==> config.mk <==
export PLATFORM = sky130hd
export DESIGN_NAME = merge_rr_oehb
export DESIGN_NICKNAME = d
export VERILOG_FILES = /design/src/rtl/merge_rr_oehb_pkg.sv /design/src/rtl/merge_rr_oehb_rr_arbiter.sv /design/src/rtl/merge_rr_oehb.sv
export SDC_FILE = /design/constraint.sdc
export NUM_CORES = 1
export LEC_CHECK = 0
export BUFFER_PORTS_ARGS = -buffer_cell sky130_fd_sc_hd__buf_2
export CORE_MARGIN = 2
export CORE_UTILIZATION = 40
export CTS_CLUSTER_SIZE = 20
export DETAILED_ROUTE_END_ITERATION = 8
export PLACE_DENSITY = 0.86
export REMOVE_ABC_BUFFERS = 1
export SLEW_MARGIN = 20
export SYNTH_ARGS = -nofsm -noshare
export SYNTH_HDL_FRONTEND = slang
export SYNTH_SLANG_ARGS = --single-unit
==> constraint.sdc <==
create_clock -name clk -period 2.5 [get_ports clk]
set_clock_uncertainty 0.15 [all_clocks]
set_input_delay 0.5 -clock clk [delete_from_list [all_inputs] [get_ports clk]]
set_output_delay 0.5 -clock clk [all_outputs]
set_load 0.005 [all_outputs]
==> src/rtl/merge_rr_oehb_pkg.sv <==
// Shared types and width helpers for the round-robin merge with a one-slot output register.
package merge_rr_oehb_pkg;

    typedef enum logic {
        SLOT_EMPTY = 1'b0,
        SLOT_FULL  = 1'b1
    } slot_state_t;

    function automatic int unsigned clog2(input int unsigned v);
        int unsigned r;
        int unsigned x;
        r = 0;
        x = 1;
        while (x < v) begin
            x = x << 1;
            r = r + 1;
        end
        return r;
    endfunction

    // Index width never collapses to zero, so a single-input merge still has a 1-bit index.
    function automatic int unsigned index_w(input int unsigned n);
        return (n <= 1) ? 1 : clog2(n);
    endfunction

endpackage

==> src/rtl/merge_rr_oehb_rr_arbiter.sv <==
// Combinational round-robin arbiter: priority scan of the request vector rotated so ptr is lowest.
module rr_arbiter
    import merge_rr_oehb_pkg::*;
#(
    parameter  int unsigned N  = 2,
    localparam int unsigned IW = index_w(N)
) (
    input  logic [N-1:0]  req,
    input  logic [IW-1:0] ptr,
    output logic [N-1:0]  grant,
    output logic [IW-1:0] grant_idx,
    output logic          any
);

    localparam int unsigned SW = IW + 1;

    logic [2*N-1:0] req_dbl;
    logic [N-1:0]   req_rot;
    logic [IW-1:0]  offset;
    logic [SW-1:0]  idx_sum;

    // Lowest set bit of the rotated vector is the first requester at or after ptr.
    always_comb begin
        req_dbl = {req, req};
        req_rot = N'(req_dbl >> ptr);
        any     = 1'b0;
        offset  = '0;
        for (int k = int'(N) - 1; k >= 0; k--) begin
            if (req_rot[k]) begin
                any    = 1'b1;
                offset = IW'(k);
            end
        end
        idx_sum = SW'(ptr) + SW'(offset);
        if (idx_sum >= SW'(N)) begin
            idx_sum = idx_sum - SW'(N);
        end
        grant_idx = IW'(idx_sum);
        grant     = any ? (N'(1) << grant_idx) : '0;
    end

endmodule

==> src/rtl/merge_rr_oehb.sv <==
// Round-robin merge of INPUTS dataflow channels into a one-slot registered output (OEHB style).
module merge_rr_oehb
    import merge_rr_oehb_pkg::*;
#(
    parameter  int unsigned INPUTS    = 2,
    parameter  int unsigned DATA_TYPE = 32,
    localparam int unsigned INDEX_W   = index_w(INPUTS)
) (
    input  logic                          clk,
    input  logic                          rst,
    input  logic [INPUTS*DATA_TYPE-1:0]   ins,
    input  logic [INPUTS-1:0]             ins_valid,
    output logic [INPUTS-1:0]             ins_ready,
    output logic [DATA_TYPE-1:0]          outs,
    output logic [INDEX_W-1:0]            outs_index,
    output logic                          outs_valid,
    input  logic                          outs_ready
);

    slot_state_t          state;
    slot_state_t          state_nxt;
    logic [INDEX_W-1:0]   ptr;
    logic [INDEX_W-1:0]   ptr_nxt;
    logic [DATA_TYPE-1:0] outs_nxt;
    logic [INDEX_W-1:0]   index_nxt;
    logic [DATA_TYPE-1:0] data_sel;
    logic [INPUTS-1:0]    grant;
    logic [INDEX_W-1:0]   grant_idx;
    logic                 any_req;
    logic                 load_en;
    logic                 take;

    rr_arbiter #(.N(INPUTS)) u_arb (
        .req       (ins_valid),
        .ptr       (ptr),
        .grant     (grant),
        .grant_idx (grant_idx),
        .any       (any_req)
    );

    // AND-OR mux: lanes without a grant are masked, so their contents never reach the slot.
    always_comb begin
        data_sel = '0;
        for (int i = 0; i < int'(INPUTS); i++) begin
            data_sel = data_sel | (ins[i*DATA_TYPE +: DATA_TYPE] & {DATA_TYPE{grant[i]}});
        end
    end

    assign outs_valid = (state == SLOT_FULL);
    assign load_en    = !outs_valid || outs_ready;
    assign ins_ready  = grant & {INPUTS{load_en}};
    assign take       = any_req && load_en;

    // Slot next-state plus payload and pointer update on a transfer.
    always_comb begin
        state_nxt = state;
        ptr_nxt   = ptr;
        outs_nxt  = outs;
        index_nxt = outs_index;
        case (state)
            SLOT_EMPTY: if (any_req) state_nxt = SLOT_FULL;
            SLOT_FULL:  if (outs_ready && !any_req) state_nxt = SLOT_EMPTY;
        endcase
        if (take) begin
            outs_nxt  = data_sel;
            index_nxt = grant_idx;
            ptr_nxt   = (grant_idx == INDEX_W'(INPUTS - 1)) ? '0 : grant_idx + INDEX_W'(1);
        end
    end

    always_ff @(posedge clk or negedge rst) begin
        if (!rst) begin
            state      <= SLOT_EMPTY;
            ptr        <= '0;
            outs       <= '0;
            outs_index <= '0;
        end else begin
            state      <= state_nxt;
            ptr        <= ptr_nxt;
            outs       <= outs_nxt;
            outs_index <= index_nxt;
        end
    end

endmodule
# == Yosys cells after proc, flatten, opt, wreduce, memory -nomap -nowiden ==
# Cells that the tools add are included.
# W data, S select, Z words.
# totals
reg_bits,35
input_bits,69
output_inout_bits,36
# op_classes
addsub,3
magnitude_cmp,1
shifts,2
muxes,9
bitwise,5
n_reduce_logical,5
# op_table
operator,count
$and A32 B32 Y32,2
$or A32 B32 Y32,1
$mux W1,7
$shr A4 B1 Y2,1
$add A1 B1 Y2,1
$and A2 B2 Y2,1
$ge A2 B2 Y1 const B,1
$logic_and A1 B1 Y1,2
$logic_not A1 Y1,2
$mux W2,1
$pmux W1 S2,1
$shl A1 B1 Y2 const A,1
$add A1 B1 Y1 const B,1
$logic_or A1 B1 Y1,1
$not A1 Y1,1
$sub A1 B1 Y1 const B,1

# == Longest topological paths before layout ==
# Gate-level depths: netlist (run 1).
# logic_depth
ltp_word,10
mapped_depth,7
ltp_nobuf,3

# == By module ==
# A second synthesis (run 1) with hierarchy kept.
# unflattened
hier_cells,165
hier_area_um2,1657.8
# modules_own_cells
module,instances,cells_each,area_each_um2,seq_area_each_um2
merge_rr_oehb,1,159,1621.6,875.8
rr_arbiter,1,6,36.3,0.0

# == Worst setup path after synthesis (run 1) ==
# No wires, ideal clock.
# synth_path
kind,input -> output
start,in ins_valid[1]
end,out ins_ready[0]
arrival_ns,1.362
required_ns,1.850
slack_ns,0.488
stages,4
n_path_buf,2
cell_sequence,buf_6 > a21boi_1 > clkbuf_1 > and2_1
# synth_between
elab_chain_len,9
word_cells_on_any_way,11
# synth_rtl
element,line_no,rtl
from (decl),merge_rr_oehb.sv:12,"input logic [INPUTS-1:0] ins_valid,"
$shr A4 B1 Y2 (*),merge_rr_oehb_rr_arbiter.sv:25,req_rot = N'(req_dbl >> ptr);
$mux W1 (2 in series),merge_rr_oehb_rr_arbiter.sv:29,if (req_rot[k]) begin
$add A1 B1 Y2,merge_rr_oehb_rr_arbiter.sv:34,idx_sum = SW'(ptr) + SW'(offset);
$ge A2 B2 Y1 / $sub A1 B1 Y1 (equally long branches),"merge_rr_oehb_rr_arbiter.sv:35, merge_rr_oehb_rr_arbiter.sv:36",
$mux W1,merge_rr_oehb_rr_arbiter.sv:35,if (idx_sum >= SW'(N)) begin
$shl A1 B1 Y2,merge_rr_oehb_rr_arbiter.sv:39,grant = any ? (N'(1) << grant_idx) : '0;
$mux W2 (*),merge_rr_oehb_rr_arbiter.sv:39,
$and A2 B2 Y2 (*),merge_rr_oehb.sv:51,assign ins_ready = grant & {INPUTS{load_en}};
to (decl),merge_rr_oehb.sv:13,"output logic [INPUTS-1:0] ins_ready,"
# Every way passes the cells marked *; elsewhere a longest branch is shown, timed or not.

# == Final worst setup path (run 1) ==
# layout_path
start,"reg state, in the netlist outs_valid"
end,out ins_ready[1]
# layout_between
elab_chain_len,3
# layout_rtl
element,line_no,rtl
from (decl),merge_rr_oehb.sv:20,slot_state_t state;
from (signal assigned),merge_rr_oehb.sv:78,state <= state_nxt;
$logic_not A1 Y1,merge_rr_oehb.sv:50,assign load_en = !outs_valid || outs_ready;
$logic_or A1 B1 Y1,merge_rr_oehb.sv:50,
$and A2 B2 Y2,merge_rr_oehb.sv:51,
# Every way passes these cells.

==> reports/results.tsv, run 1 <==
metric	value	unit
kind of critical path	reg -> out	
DP Area	2307	um2
routed length per instance	14.92	um
Cell Pwr Density	689.0	nW/um2
H-tree lvl count	2	
Initial DRT Pass Iterations	4	
Synth Cell Area	1792	um2
I/O pins	105	
Rows	24	
sequential share of the synthesized area	48.88	%
pin count of the biggest net entering global routing	36	
full die area	5030	um2
Crit path required time	1.85	ns
Diodes inserted	0	
nets	330	
Fmax	517.1	MHz
top cells by count, synth	35 x a21oi_1, 35 x dfrtp_1, 32 x a32oi_1, 30 x a21oi_2, 16 x clkbuf_1	
top_reg_cell synth	dfrtp_1	
status	completed	
Vias	1740	
slew margin rel.	47.93	%
met2 usage	31.88	%
HP Class	in -> async	
Hold Buf Count CTS	0	
Mean Syn Cell Area	10.79	um2
crit-path max FO	10	
final hold viol count	0	
vias per cell	5.541	
Peak supply drop	328.3	uV
die width	70.93	um
initial antenna violation count	0	
Final min period	1.934	ns
busiest grt layer	met2	
GR Layer Usage met1	24.52	%
hold_ws	0.1467	ns
first-pass GRT wire length	7.624	mm
total power	1671	uW
via count of the first global-routing pass	1596	
CTS max path bufs	2	
total of max-cap violations	0	
Synth area leader	dfrtp_1	
CTS buffer count	5	
Yosys warnings	0	
Post-synth EDFFs	0	
RSZ-0062 raised after global routing	no	
final setup fails	0	
Die Y	70.93	um
Yosys top cell area share	48.88	%
Final Routed Wirelength	4.686	mm
total track usage	18.99	%
Slew Limit Fails	0	
CTS tree	built	
layout cells sized above 1	57.63	%
Crit. End Element	output pin	
dpl hpwl	3.322	mm
core area	4324	um2
met3 Use GR	2.849	%
synthesized instance count	166	
Area Overhead vs Synth	35.34	%
drt drc	0	
clock slew at reported path FFs	0.07	ns
R2R Setup Slk	0.88	ns
Starting Density	41.44	%
post-synth cell types	16	
Post-CTS Resized	0	
period utilisation layout	77.35	%
Port Buf Inserts	104	
P_leak	0.001093	uW
Final Instance Count excl. Fillers	314	
gr ovfl total	0	
ranking of synthesized cells by area	dfrtp_1 49%, a32oi_1 16%, a21oi_2 15%, a21oi_1 9.8%, clkbuf_1 3.4%	
FF+latch count, synth	35	
clock sink total	35	
crit path launch type	flip-flop	
final instance area	2425	um2
worst slew pin tran	0.7810	ns
Clock Latency Late Sink	0.28	ns
initial drt markers	106	
Post-CTS Setup Inserts	0	
Final ANT Viol Nets	0	
RD Place Congestion	0.7784	
dpl cells	306	
root buf cell	clkbuf_8	
Arr. time, crit path	1.28	ns
Synth async-reset ratio	100.0	%
-- flip-flops by register name (all words and copies together), names as in the netlist --
register    flops
outs_index      1
ptr             1
outs_valid      1
outs           32
-- path summary, 6_finish.rpt --
path                            startpoint      endpoint  depth (start not counted)
worst min-delay path                   rst      outs[31]                          1
worst min register to register  outs_index    outs_index                          1
max in group asynchronous              rst       outs[1]                          1
worst max register to register  outs_valid       outs[0]                          3
worst max-delay path            outs_valid  ins_ready[1]                          3
min in group clk                outs_index    outs_index                          1
-- metrics by stage --
step | utilization (%) | TNS, ns | setup slack, ns
after floorplan | - | -0.1092 | -0.1092
after detailed placement | 53.36 | 0 | 0.5864
after global routing | 56.08 | 0 | 0.4848
after global placement | 53.36 | 0 | 0.6077
after CTS | 56.08 | 0 | 0.5607
final | 56.08 | 0 | 0.5663
-- cell families after synthesis --
group	synth area share (%)
compound gates	41.27
buf+inv	7.053
flops	48.88
simple gates	2.794
-- routing by layer --
| layer | up-vias | part of all wire (%) |
|---|---|---|
| met5 | - | 0 |
| met4 | 0 | 1.5 |
| met3 | 9 | 6.3 |
| met2 | 71 | 50 |
| met1 | 822 | 42 |
| li1 | 838 | - |
-- power by group --
| group | internal (uW) | switching, uW | leakage, uW |
|---|---|---|---|
| logic | 205 | 237 | 0.000630 |
| registers | 659 | 48.7 | 0.000403 |
| clock network | 323 | 198 | 0.0000612 |
-- cell usage in the layout, fill, tap and decap left out, drive strengths merged --
cell type	Yosys	final
bufinv	0	1
dfrtp	35	35
or2	1	1
nand2	1	1
clkbuf	16	6
a21boi	1	1
buf	7	111
nand2b	3	3
clkinv	0	1
a21o	1	1
and3	1	1
and2	2	2
a21oi	65	65
a32oi	32	32
a31oi	1	1
-- final cells by class --
cell class	count	area, um2
well taps	52	65.06
repair buffers	111	573.1
clock inverters	2	35.03
clock buffers	6	82.58
fillers	412	1899
flip-flops and latches	35	875.8
multi-input cells	108	793.3
-- worst max-delay path, cell delays in order (launching register included) --
cell and delay [ns]:
dfrtp_1 0.38, nand2b_1 0.27, and3_1 0.24, buf_2 0.12
Note: power is estimated with default switching activity, not from simulation.
==> run 2: changes to the inputs <==
Settings changed: CORE_UTILIZATION 40 to 39, PLACE_DENSITY 0.86 to 0.88.
Clock period 2.5 ns to 1.74 ns, I/O delays scaled along.
==> reports/results.tsv, run 2 (synthesis results as in run 1) <==
metric	value	unit	change
status	completed		unchanged
FF-to-FF Start	outs_valid		unchanged
P_leak	0.001132	uW	was 0.001093 uW
Arr. time, crit path	1.23	ns	was 1.28 ns
Starting Density	40.87	%	was 41.44%
via count of the first global-routing pass	1813		was 1596
wire length on met1	2.063	mm	was 1.955 mm
period utilisation layout	99.13	%	
HP Class	in -> reg		was in -> async
layout cells sized above 1	58.80	%	was 57.63%
dpl hpwl	3.643	mm	was 3.322 mm
RD Place Congestion	0.7912		was 0.7784
Clock Latency Late Sink	0.28	ns	about the same
full die area	5152	um2	was 5030 um2
Vias	1776		was 1740
I/O pins	105		unchanged
total of max-cap violations	0		unchanged
Fmax	579.8	MHz	
crit path launch type	flip-flop		unchanged
clock slew at reported path FFs	0.07	ns	about the same
setup ws final	0.01520	ns	was 0.5663 ns
core area	4384	um2	was 4324 um2
Die Y	71.78	um	was 70.93 um
Final min period	1.725	ns	
CTS tree	built		unchanged
vias per cell	5.567		was 5.541
Crit. End Element	output pin		unchanged
Initial DRT Pass Iterations	4		unchanged
Crit path required time	1.24	ns	was 1.85 ns
Critical Path Source	ptr		was outs_valid
H-tree lvl count	2		unchanged
Largest register FFs	32		unchanged
total power	2289	uW	was 1671 uW
initial antenna violation count	0		unchanged
clock share of power	25.6	%	was 31.2%
WL met2	2.649	mm	was 2.365 mm
pin count of the biggest net entering global routing	36		unchanged
Cell Pwr Density	918.4	nW/um2	was 689.0 nW/um2
slew margin rel.	65.73	%	was 47.93%
Internal Power	1582	uW	was 1187 uW
final instance area	2492	um2	was 2425 um2
Flop pwr share	44.5	%	was 42.3%
Comb pwr share	29.9	%	was 26.5%
fill count	385		was 412
max layer used	met4		unchanged
final hold viol count	0		unchanged
final setup fails	0		unchanged
crit-path max FO	4		was 10
nets	336		was 330
CTS max path bufs	2		unchanged
routed length per instance	16.22	um	was 14.92 um
initial drt markers	101		was 106
worst slew pin tran	0.5140	ns	was 0.7810 ns
gr ovfl total	0		unchanged
first-pass GRT wire length	8.121	mm	was 7.624 mm
commonest non-fill, non-tap cells in the layout	104 x buf_2, 35 x a21oi_1, 35 x dfrtp_1, 32 x a32oi_1, 30 x a21oi_2		unchanged
switching pwr	706.9	uW	was 484.1 uW
Worst Hold Path Cells	2		
Final ANT Viol Nets	0		unchanged
drt drc	0		unchanged
pre-CTS setup slack	0.07718	ns	was 0.5864 ns
DP Area	2362	um2	was 2307 um2
Final Routed Wirelength	5.174	mm	was 4.686 mm
clock sink total	35		unchanged
most common cell after layout, fill and taps aside	buf_2		unchanged
largest reg by FF count	outs		unchanged
number of cells on the worst reg-to-reg path	3		unchanged
Hold Crit Start	ins_valid[1]		
root buf cell	clkbuf_8		unchanged
Port Buf Inserts	104		unchanged
die width	71.78	um	was 70.93 um
Diodes inserted	0		unchanged
Area Overhead vs Synth	39.11	%	was 35.34%
CTS buffer count	5		unchanged
Slew Limit Fails	0		unchanged
total track usage	20.39	%	was 18.99%
Peak supply drop	462.7	uV	was 328.3 uV
met3 wire len	398	um	was 294 um
switch share	30.88	%	was 28.98%
Rows	24		unchanged
kind of critical path	reg -> out		unchanged
==> run 2: timing repair <==
| action | 4_1_cts | 5_1_grt |
|---|---|---|
| hold endpoints to repair | 35 | 0 |
| setup buffers | 0 | 1 |
| hold buffers | 1 | 0 |
| cloned | 1 | 0 |
| gates resized for setup | 1 | 1 |
| setup endpoints to repair | 1 | 1 |
==> run 2: per-layer routing <==
layer,vias up,global-route usage (%)
li1,846,-
met1,844,23.24
met2,77,38.17
met3,9,4.782
met4,0,5.031
met5,-,0
==> run 2: metrics by stage <==
stage	hold slack [ns]	utilization, %	setup TNS (ns)	std cells
2_1_floorplan	-0.09759	-	-11.65	143
3_3_place_gp	0.1739	53.88	0	310
3_5_place_dp	0.1734	53.88	0	310
4_1_cts	0.1767	57.02	0	319
5_1_grt	0.1861	56.85	-0.008234	319
6_report	0.1896	56.85	0	319
==> run 2: worst paths after layout <==
path,end,slack (ns)
max in group asynchronous,outs_index,0.85
max reg2reg,outs[1],0.22
min,ptr,0.19
min reg2reg,outs_index,0.34
max,ins_ready[1],0.02
min in group asynchronous,outs[17],0.40
==> run 2: power groups by stage <==
stage               clock, uW  sequential (uW)  combinational (uW)
CTS                       603             1020                 695
floorplan                   0             1040                 310
global route              627             1030                 756
global placement            0             1030                 653
finish                    586             1020                 685
detailed placement          0             1030                 676
==> run 2: critical path: stages (launching register included) <==
cell      delay [ns]
dfrtp_1         0.42
nand2b_1        0.21
and3_4          0.20
buf_2           0.12
==> run 2: area by class of cell <==
type / instances / area, um2 / area share, %
sequential: 35 / 875.8 / 35.14
multi-input combinational: 108 / 805.8 / 32.33
timing repair buffer: 117 / 658.1 / 26.41
clock buffer: 6 / 82.58 / 3.313
tap: 52 / 65.06 / 2.610
clock inverter: 1 / 5.005 / 0.2008
